**src/rtl/button_debounce_mmio.sv**
```systemverilog
// rtl/button_debounce_mmio.sv - synchronized, debounced push buttons with W1C press events on a two-word MMIO window
module button_debounce_mmio #(
   parameter int          NUM_BTN         = 5,
   parameter int          DEBOUNCE_CYCLES = 250000,
   parameter logic [31:0] BASE_ADDR       = 32'd1000
) (
   input  logic               clock,
   input  logic               reset,
   input  logic [NUM_BTN-1:0] btn_raw,
   input  logic [31:0]        addr,
   input  logic               wren,
   input  logic [31:0]        wdata,
   output logic [31:0]        rdata,
   output logic               hit,
   output logic [NUM_BTN-1:0] btn_level,
   output logic               btn_event
);
   localparam int             CW       = $clog2(DEBOUNCE_CYCLES);
   localparam logic [CW-1:0]  CNT_MAX  = CW'(DEBOUNCE_CYCLES - 1);
   localparam logic [31:0]    EVT_ADDR = BASE_ADDR + 32'd1;

   logic [NUM_BTN-1:0] s1;
   logic [NUM_BTN-1:0] s2;
   logic [NUM_BTN-1:0] level;
   logic [NUM_BTN-1:0] level_next;
   logic [NUM_BTN-1:0] pend;
   logic [NUM_BTN-1:0] pend_next;
   logic [NUM_BTN-1:0] clr;
   logic [CW-1:0]      cnt      [NUM_BTN];
   logic [CW-1:0]      cnt_next [NUM_BTN];
   logic               sel_level;
   logic               sel_pend;

   // A counter only runs while the synchronized input disagrees with the accepted level
   always_comb begin
      level_next = level;
      for (int i = 0; i < NUM_BTN; i++) begin
         cnt_next[i] = '0;
         if (s2[i] != level[i]) begin
            if (cnt[i] == CNT_MAX) begin
               level_next[i] = s2[i];
            end else begin
               cnt_next[i] = cnt[i] + 1'b1;
            end
         end
      end
   end

   // Rising-level set is OR'd in after the clear so a coincident press is never lost
   always_comb begin
      clr       = (wren && (addr == EVT_ADDR)) ? wdata[NUM_BTN-1:0] : '0;
      pend_next = (pend & ~clr) | (level_next & ~level);
   end

   always_ff @(posedge clock or posedge reset) begin
      if (reset) begin
         s1    <= '0;
         s2    <= '0;
         level <= '0;
         pend  <= '0;
         for (int i = 0; i < NUM_BTN; i++) begin
            cnt[i] <= '0;
         end
      end else begin
         s1    <= btn_raw;
         s2    <= s1;
         level <= level_next;
         pend  <= pend_next;
         for (int i = 0; i < NUM_BTN; i++) begin
            cnt[i] <= cnt_next[i];
         end
      end
   end

   always_comb begin
      sel_level = (addr == BASE_ADDR);
      sel_pend  = (addr == EVT_ADDR);
      hit       = sel_level | sel_pend;
      rdata     = 32'd0;
      if (sel_level) begin
         rdata = 32'(level);
      end else if (sel_pend) begin
         rdata = 32'(pend);
      end
   end

   assign btn_level = level;
   assign btn_event = |pend;

endmodule

```
**config.mk**
```make
export PLATFORM = sky130hd
export DESIGN_NAME = button_debounce_mmio
export DESIGN_NICKNAME = d
export VERILOG_FILES = /design/src/rtl/button_debounce_mmio.sv
export SDC_FILE = /design/constraint.sdc
export NUM_CORES = 1
export LEC_CHECK = 0
export CAP_MARGIN = 20
export CORE_ASPECT_RATIO = 1.2
export CORE_MARGIN = 8
export CORE_UTILIZATION = 38
export CTS_BUF_LIST = sky130_fd_sc_hd__clkbuf_8 sky130_fd_sc_hd__clkbuf_16
export DETAILED_ROUTE_END_ITERATION = 10
export SLEW_MARGIN = 20
export SYNTH_ARGS = -nofsm -noshare
export SYNTH_HDL_FRONTEND = slang
export SYNTH_SLANG_ARGS = --single-unit
```
**constraint.sdc**
```tcl
create_clock -name clock -period 5.35 [get_ports clock]
set_input_delay 1.605 -clock clock [delete_from_list [all_inputs] [get_ports clock]]
set_output_delay 1.605 -clock clock [all_outputs]
set_load 0.02 [all_outputs]
```
; ---- Word level (Yosys, flattened, before mapping)
; Index checks and enable logic that the tools add are counted.
[classes]
addsub = 5
n_eq_ne = 12
n_mux = 23
bitwise = 6
n_reduce_logical = 2
[op_table]
columns = cell, n
row1 = 18-bit two-way mux, 10
row2 = "18-bit by 1-bit adder with 18-bit output, second input constant", 5
row3 = "18-bit == test, second input constant", 5
row4 = "32-bit by 10-bit == test with 1-bit output, second input constant", 2
row5 = 5-bit two-way mux, 3
row6 = 5-bit bitwise AND, 2
row7 = 1-bit two-way mux, 10
row8 = 5-bit NOT, 2
row9 = 1-bit inequality test, 5
row10 = 5-bit OR, 1
row11 = 5-bit OR reduction, 1
row12 = 1-bit logical AND, 1
row13 = 1-bit OR, 1
[word_totals]
regBits = 110
in_bits = 72
output_inout_bits = 39
wordCells = 57

; ---- Depth between registers and ports, before layout
; Gate-level depths: netlist of run 1.
[logic_depth]
word_depth = 6
ltp_mapped = 7
depth_no_buf = 5

; ---- Worst setup path before layout of run 1
; OpenSTA, ideal clock, no wires.
[synth_timing]
kind = in2out
startpoint = input addr[11]
endpoint = output rdata[0]
arrival_ps = 2794
required_time_ps = 3745
path_slack_ps = 951
stages = 5
path_buffers = 1
cell_sequence = nor4b_1 nand4_1 or3_1 clkbuf_1 nor2_1
[synth_via]
elab_chain_cells = 3
elab_cells_between_ends = 4
cone_classes = eq/ne: 2 / mux: 2
[synth_rtl]
columns = item, line_no
row1 = "start, declared", 10  ; input logic [31:0] addr,
row2 = 32-bit by 10-bit == test with 1-bit output, 77  ; sel_pend = (addr == EVT_ADDR);
row3 = 5-bit two-way mux, 82  ; end else if (sel_pend) begin
row4 = 5-bit two-way mux (*), 80  ; if (sel_level) begin
row5 = "end, declared", 13  ; output logic [31:0] rdata,
; Every way passes the cells marked *; elsewhere a longest branch is shown, timed or not.

; ---- Final worst setup path of run 1
[layout_timing]
startpoint = input addr[11]
endpoint = output rdata[4]
; Same word-level chain as after synthesis.

==> summary.md, run 1 <==
| Metric | Value |
|---|---|
| Fin. max-slew vios | `0` |
| Reg2Reg Launch Point | `cnt[54]` |
| Clk Tree Root Cell | `clkbuf_16` |
| Initial Utilization | `0.390` |
| Mean area per synthesized cell | `9.87 sq um` |
| Worst setup margin | `155 ps` |
| Antenna cells | `0` |
| Vias in the first global route | `4,336` |
| Skew-Pair Late Insertion Delay | `350 ps` |
| I/O pins | `111` |
| Crit Path Class | `input port to output pin` |
| Die Outline Area | `18,900 sq um` |
| Unrepaired setup endpoints after global routing | `no` |
| Core area | `14,400 sq um` |
| Yosys reg bits | `110` |
| Main flop type after synthesis | `dfrtp_1` |
| Clock buffer count from CTS | `9` |
| Final core utilization | `0.457` |
| Area added between synthesis and finish | `17.4%` |
| DR iter-0 viols | `179` |
| Synthesis Warnings | `0` |
| Vias | `4,254` |
| Fmax | `between 150 and 200 MHz` |
| Layout Nets | `709` |
| Clk slew on worst S/H paths | `70 ps` |
| CP cell instances | `clkdlybuf4s50_1 -> nor4b_2 -> nand4_1 -> or3_1 -> buf_4 -> nor2_1 -> dlygate4sd2_1` |
| Register Area | `2750 sq um` |
| Worst path required time | `3740 ps` |
| CTS tree | `done` |
| Final Hold Fails | `0` |
| Share of cells above drive strength 1 | `0.0677` |
| Post-synth EDFFs | `0` |
| CP max stage cell | `clkdlybuf4s50_1` |
| Sink Count | `110` |
| Yosys top cell by area | `dfrtp_1` |
| # rows | `48` |
| Pleak | `2.69 nW` |
| GPL Wtd Cong | `0.812` |
| Final period util | `0.971` |
| Worst setup EP type | `output pin` |
| Crit path DAT | `between 3000 and 4000 ps` |
| Post-layout minimum cycle time | `5190 ps` |
| Global-route wire length before repair | `about 21,000 um` |
| Largest cells by area after synthesis | `dfrtp_1, xnor2_1, nor2_1` |
| Final hold slack | `350 ps` |
| Async S/R FF share, synth | `1.00` |
| Synth cell types | `46` |
| HP Start | `s1[3]` |
| Count leader, synth | `dfrtp_1` |
| Via/cell ratio | `~5.3` |
| Crit path max fanout | `3` |
| Synthesized cell area | `5620 sq um` |
| Gr ovfl total | `0` |
| Area occupied by multi-input gates | `2650 sq um` |
| GRT Util Overall | `0.136` |
| Min-Delay Path Class | `flip-flop to flip-flop` |
| Slew Limit Headroom | `0.476` |
| Post-route ant nets | `0` |
| MaxCap Viol Count | `0` |
| Fillers | `1,396` |
| DRT Pass-1 Iters | `5` |
| Final setup violation count | `0` |
| Worst path max stage delay | `around 440 ps` |
| Tot Pwr | `0.00164 W` |
| Max Buffers Root-to-Sink | `2` |
| Worst Tran Pin Value | `786 ps` |
| Sequential area share after synthesis | `0.490` |
| Share of the synthesized area in the top cell type | `0.490` |
| Die width | `between 100 and 150 um` |
| PwrDens | `248 nW/um^2` |
| HPWL after detailed placement | `8780 um` |
| Initial antenna violation count | `0` |
| Status | `finished, final reports clean` |
| H-tree depth | `3` |
| Worst Setup SP | `addr[11]` |
| Pin count of the biggest net entering global routing | `64` |
| IO buf count | `56` |
| Top post-synthesis cells by count | `dfrtp_1, nor2_1, xnor2_1` |
| # DRC | `0` |
| Startpoint Class | `input port` |
| Max rail drop VDD | `0.000114 V` |
| Mapped Cells | `569` |
| Final WL | `12,100 um` |
| Post-place setup slack | `-216 ps` |
| DIE HEIGHT | `149 um` |
| Skew final | `6.95 ps` |
| Wire length per cell | `roughly 15 um` |
critical path, delay by kind of cell:
family        cells  cell delay [ps]
buf+inv           3              960
simple gates      4             1010
through the flow:
step | setup TNS (ps) | cells | instance area (sq um)
6_report | 0 | 810 | 6590
5_1_grt | 0 | 810 | 6590
4_1_cts | 0 | 810 | 6590
3_5_place_dp | -864 | 796 | 6280
3_3_place_gp | -889 | 796 | 6280
2_1_floorplan | 0 | 595 | 5710
final timing paths:
check	to	slack, ps	cells after the start
max	rdata[4]	160	7
min	s2[3]	350	0
max reg2reg	cnt[55]	3130	5
min reg2reg	s2[3]	350	0
max in group asynchronous	pend[4]	2720	3
min in group asynchronous	cnt[9]	1740	2
kinds of logic after synthesis:
family | share of synthesized area
AND/OR/NAND/NOR | 0.258
XOR/XNOR | 0.0998
AO/OA/AOI/OAI | 0.0646
buffers and inverters | 0.0586
flip-flops | 0.490
multiplexers | 0.0169
adder cells (fa/ha/maj) | 0.0111
other | 0.000668
power breakdown:
group / leakage, nW / switching (W) / internal (W)
clock: 0.140 / 0.000293 / 0.000383
sequential: 1.50 / 0.0000118 / 0.000844
combinational: 1.05 / 0.0000610 / 0.0000434
layout by cell type, fill, tap and decap left out, types with 6 or more instances in the layout:
cell and n:
a21oi_1 21, and3_1 7, buf_4 6, clkbuf_16 9, clkdlybuf4s50_1 50, conb_1 27
dfrtp_1 110, inv_1 17, nand2_1 33, nand3_1 33, nand4_1 23, nor2_1 84
nor2b_1 6, nor3_1 12, nor4_1 21, o21ai_0 8, o31ai_1 9, or3_1 11
or4_1 13, xnor2_1 37, xor2_1 27
cell type report:
type,count,share of cell area
timing repair buffer,62,0.0915
tap,175,0.0332
multi-input combinational,431,0.402
clock inverter,3,0.00683
sequential,110,0.418
clock buffer,11,0.0383
inverter,18,0.0106
what timing repair did:
action,in CTS,in global routing
setup endpoints to repair,6,2
buffers inserted,0,0
gates resized for setup,7,2
hold buffers,0,0
layer usage:
| metal | global-route usage | routed length, um |
|---|---|---|
| met3 | 0.0261 | 590 |
| met4 | 0.0620 | 236 |
| met2 | 0.220 | 5670 |
| met5 | 0 | 0 |
| met1 | 0.172 | 5560 |
sequential cells by signal (all words and copies together) (netlist names):
name       count
cnt           90
btn_level      5
pend           5
s1             5
s2             5
No activity file was read; power rests on OpenSTA's default activity.
==> run 2, diff against run 1 <==
--- a/config.mk
+++ b/config.mk
@@ -6,8 +6,7 @@
 export NUM_CORES = 1
 export LEC_CHECK = 0
 export CAP_MARGIN = 20
-export CORE_ASPECT_RATIO = 1.2
-export CORE_MARGIN = 8
+export CORE_MARGIN = 2
 export CORE_UTILIZATION = 38
 export CTS_BUF_LIST = sky130_fd_sc_hd__clkbuf_8 sky130_fd_sc_hd__clkbuf_16
 export DETAILED_ROUTE_END_ITERATION = 10
==> run 2 against run 1 <==
Net effect:
- count of clock-buffer cells in the layout shrank 1
- fmax grew 2.0%
- critical path depth is the same
==> summary.md, run 2 (same netlist as run 1, synthesis figures left out) <==
| Metric | Value |
|---|---|
| Final period util | `0.952 (-0.0186)` |
| Area occupied by multi-input gates | `2640 sq um (-0.38%)` |
| Reg2reg path depth | `5 (unchanged)` |
| Sink Count | `110 (unchanged)` |
| Post-route ant nets | `0 (unchanged)` |
| Final WL | `11,300 um (-6.2%)` |
| Skew final | `9.71 ps (+2.77 ps)` |
| CTS tree | `done` |
| Dpl cell area | `6290 sq um (+0.12%)` |
| Fin. max-slew vios | `0 (unchanged)` |
| Max Buffers Root-to-Sink | `2 (unchanged)` |
| Die Outline Area | `15,800 sq um (-17%)` |
| Initial antenna violation count | `0 (unchanged)` |
| Initial Utilization | `0.388 (-0.00175)` |
| Core area | `14,500 sq um (+0.45%)` |
| IO buf count | `56 (unchanged)` |
| Vias in the first global route | `4,132 (-4.7%)` |
| Status | `finished, final reports clean` |
| Clk slew on worst S/H paths | `70 ps (about the same)` |
| Tot Pwr | `0.00159 W (-2.7%)` |
| Final setup TNS | `0 ps (unchanged)` |
| # rows | `44 (-8.3%)` |
| Reg2reg end | `cnt[57]` |
| Max reg flops | `90 (unchanged)` |
| R2R Setup Slk | `3110 ps (-20 ps)` |
| Max rail drop VDD | `0.000149 V (+31%)` |
| Pin count of the biggest net entering global routing | `79 (+23%)` |
| Final setup violation count | `0 (unchanged)` |
| Final Hold Fails | `0 (unchanged)` |
| Worst path required time | `3740 ps (about the same)` |
| PwrDens | `242 nW/um^2 (-2.5%)` |
| MaxCap Viol Count | `0 (unchanged)` |
| Global-route wire length before repair | `19,400 um (-7.1%)` |
| Final hold slack | `346 ps (-4.22 ps)` |
| H-tree depth | `3 (unchanged)` |
| # DRC | `0 (unchanged)` |
| Die width | `126 um (-1.1%)` |
| I/O pins | `111 (unchanged)` |
| Antenna cells | `0 (unchanged)` |
| HPWL after detailed placement | `8120 um (-7.5%)` |
| Fillers | `1,355 (-2.9%)` |
| HP Start | `s1[3]` |
| Via/cell ratio | `5.13 (-2.4%)` |
| Reg2Reg Launch Point | `cnt[54]` |
| Final core utilization | `0.454 (-0.00292)` |
| WHS Endpoint | `s2[3]` |
| Fmax | `196 MHz (+2.0%)` |
| Worst Setup SP | `addr[26]` |
| DIE HEIGHT | `126 um (-16%)` |
| DR iter-0 viols | `237 (+32%)` |
| Post-layout minimum cycle time | `5100 ps (-99.6 ps)` |
| Layout Nets | `709 (unchanged)` |
| DRT Pass-1 Iters | `4 (-1)` |
| Crit path max fanout | `6 (+3)` |
| Startpoint Class | `input port` |
| Skew-Pair Late Insertion Delay | `350 ps (about the same)` |
| Most frequent cells in the layout | `dfrtp_1, nor2_1, clkdlybuf4s50_1` |
| Crit path DAT | `3490 ps (-100 ps)` |
| Register with the most flip-flops | `cnt` |
| Worst Tran Pin Value | `798 ps (+11.7 ps)` |
| GPL Wtd Cong | `0.859 (+5.8%)` |
| Register Area | `2750 sq um (unchanged)` |
| Worst setup EP type | `output pin` |
| Hold_buf cts | `0 (unchanged)` |
| Commonest non-fill, non-tap cell in the layout | `dfrtp_1` |
| Clock buffer count from CTS | `9 (unchanged)` |
| Unrepaired setup endpoints after global routing | `no` |
| Pleak | `2.70 nW (+0.25%)` |
| Min-Delay Path Class | `flip-flop to flip-flop` |
| Area added between synthesis and finish | `17.1%` |
| Clk Tree Root Cell | `clkbuf_16` |
| Slew Limit Headroom | `0.462 (-0.0136)` |
| GRT Util Overall | `0.149 (+0.0136)` |
| Gr ovfl total | `0 (unchanged)` |
| Hold Path Stages | `0 (unchanged)` |
| Wire length per cell | `13.8 um (-7.5%)` |
| Share of cells above drive strength 1 | `0.0659 (-0.00178)` |
| Design area | `6580 sq um (-0.19%)` |
| Crit Path Class | `input port to output pin` |
| Vias | `4,210 (-1.0%)` |
-- run 2: changes by cell type in the layout (fill, tap and decap cells not counted), sizes merged --
| cell | change |
|---|---|
| inv | +3 |
| clkinvlp | -2 |
| clkinv | +3 |
| clkbuf | -1 |
| clkdlybuf4s15 | -1 |
| dlygate4sd2 | +1 |
| bufinv | -1 |
-- run 2: worst max path at each step --
stage | to | slack, ps | cells past startpoint
floorplan | btn_level[0] | 840 | 1
global route | rdata[3] | 130 | 7
detailed placement | rdata[3] | -20 | 7
global placement | rdata[0] | -10 | 7
CTS | hit | 60 | 7
finish | rdata[3] | 250 | 7
-- run 2: cell type report --
type | instances | area share
clock buffer | 10 | 0.0363
multi-input combinational | 431 | 0.401
timing repair buffer | 62 | 0.0915
sequential | 110 | 0.418
tap | 184 | 0.0350
clock inverter | 6 | 0.00666
inverter | 18 | 0.0110
-- run 2: critical path, cell delays in order --
cell and delay [ps]:
clkdlybuf4s50_1 400, nor4_1 310, nand4_1 150, or3_1 380, buf_4 180, nor2_1 120, dlygate4sd2_1 340
-- run 2: routing by layer --
| layer | up-vias | track usage | wire length [um] |
|---|---|---|---|
| met5 | - | 0 | 0 |
| met3 | 11 | 0.0355 | 550 |
| met2 | 74 | 0.245 | 5550 |
| li1 | 2087 | - | - |
| met4 | 0 | 0.0471 | 148 |
| met1 | 2038 | 0.196 | 5060 |
-- run 2: repair_timing --
action / 4_1_cts / 5_1_grt
resized for setup: 5 / 2
buffers inserted: 0 / 0
endpoints found under the setup margin: 5 / 1
-- run 2: per-stage QoR --
stage	std cells	setup WS, ps
global route	821	127
global placement	805	-14.7
CTS	821	61.6
detailed placement	805	-23.6
finish	821	255
floorplan	595	843
-- run 2: power by group --
group | leakage [nW] | total [W] | internal, W | switching [W]
combinational | 1.05 | 0.000103 | 0.0000438 | 0.0000595
sequential | 1.50 | 0.000856 | 0.000844 | 0.0000118
clock | 0.145 | 0.000633 | 0.000331 | 0.000302
total | 2.70 | 0.00159 | 0.00122 | 0.000373
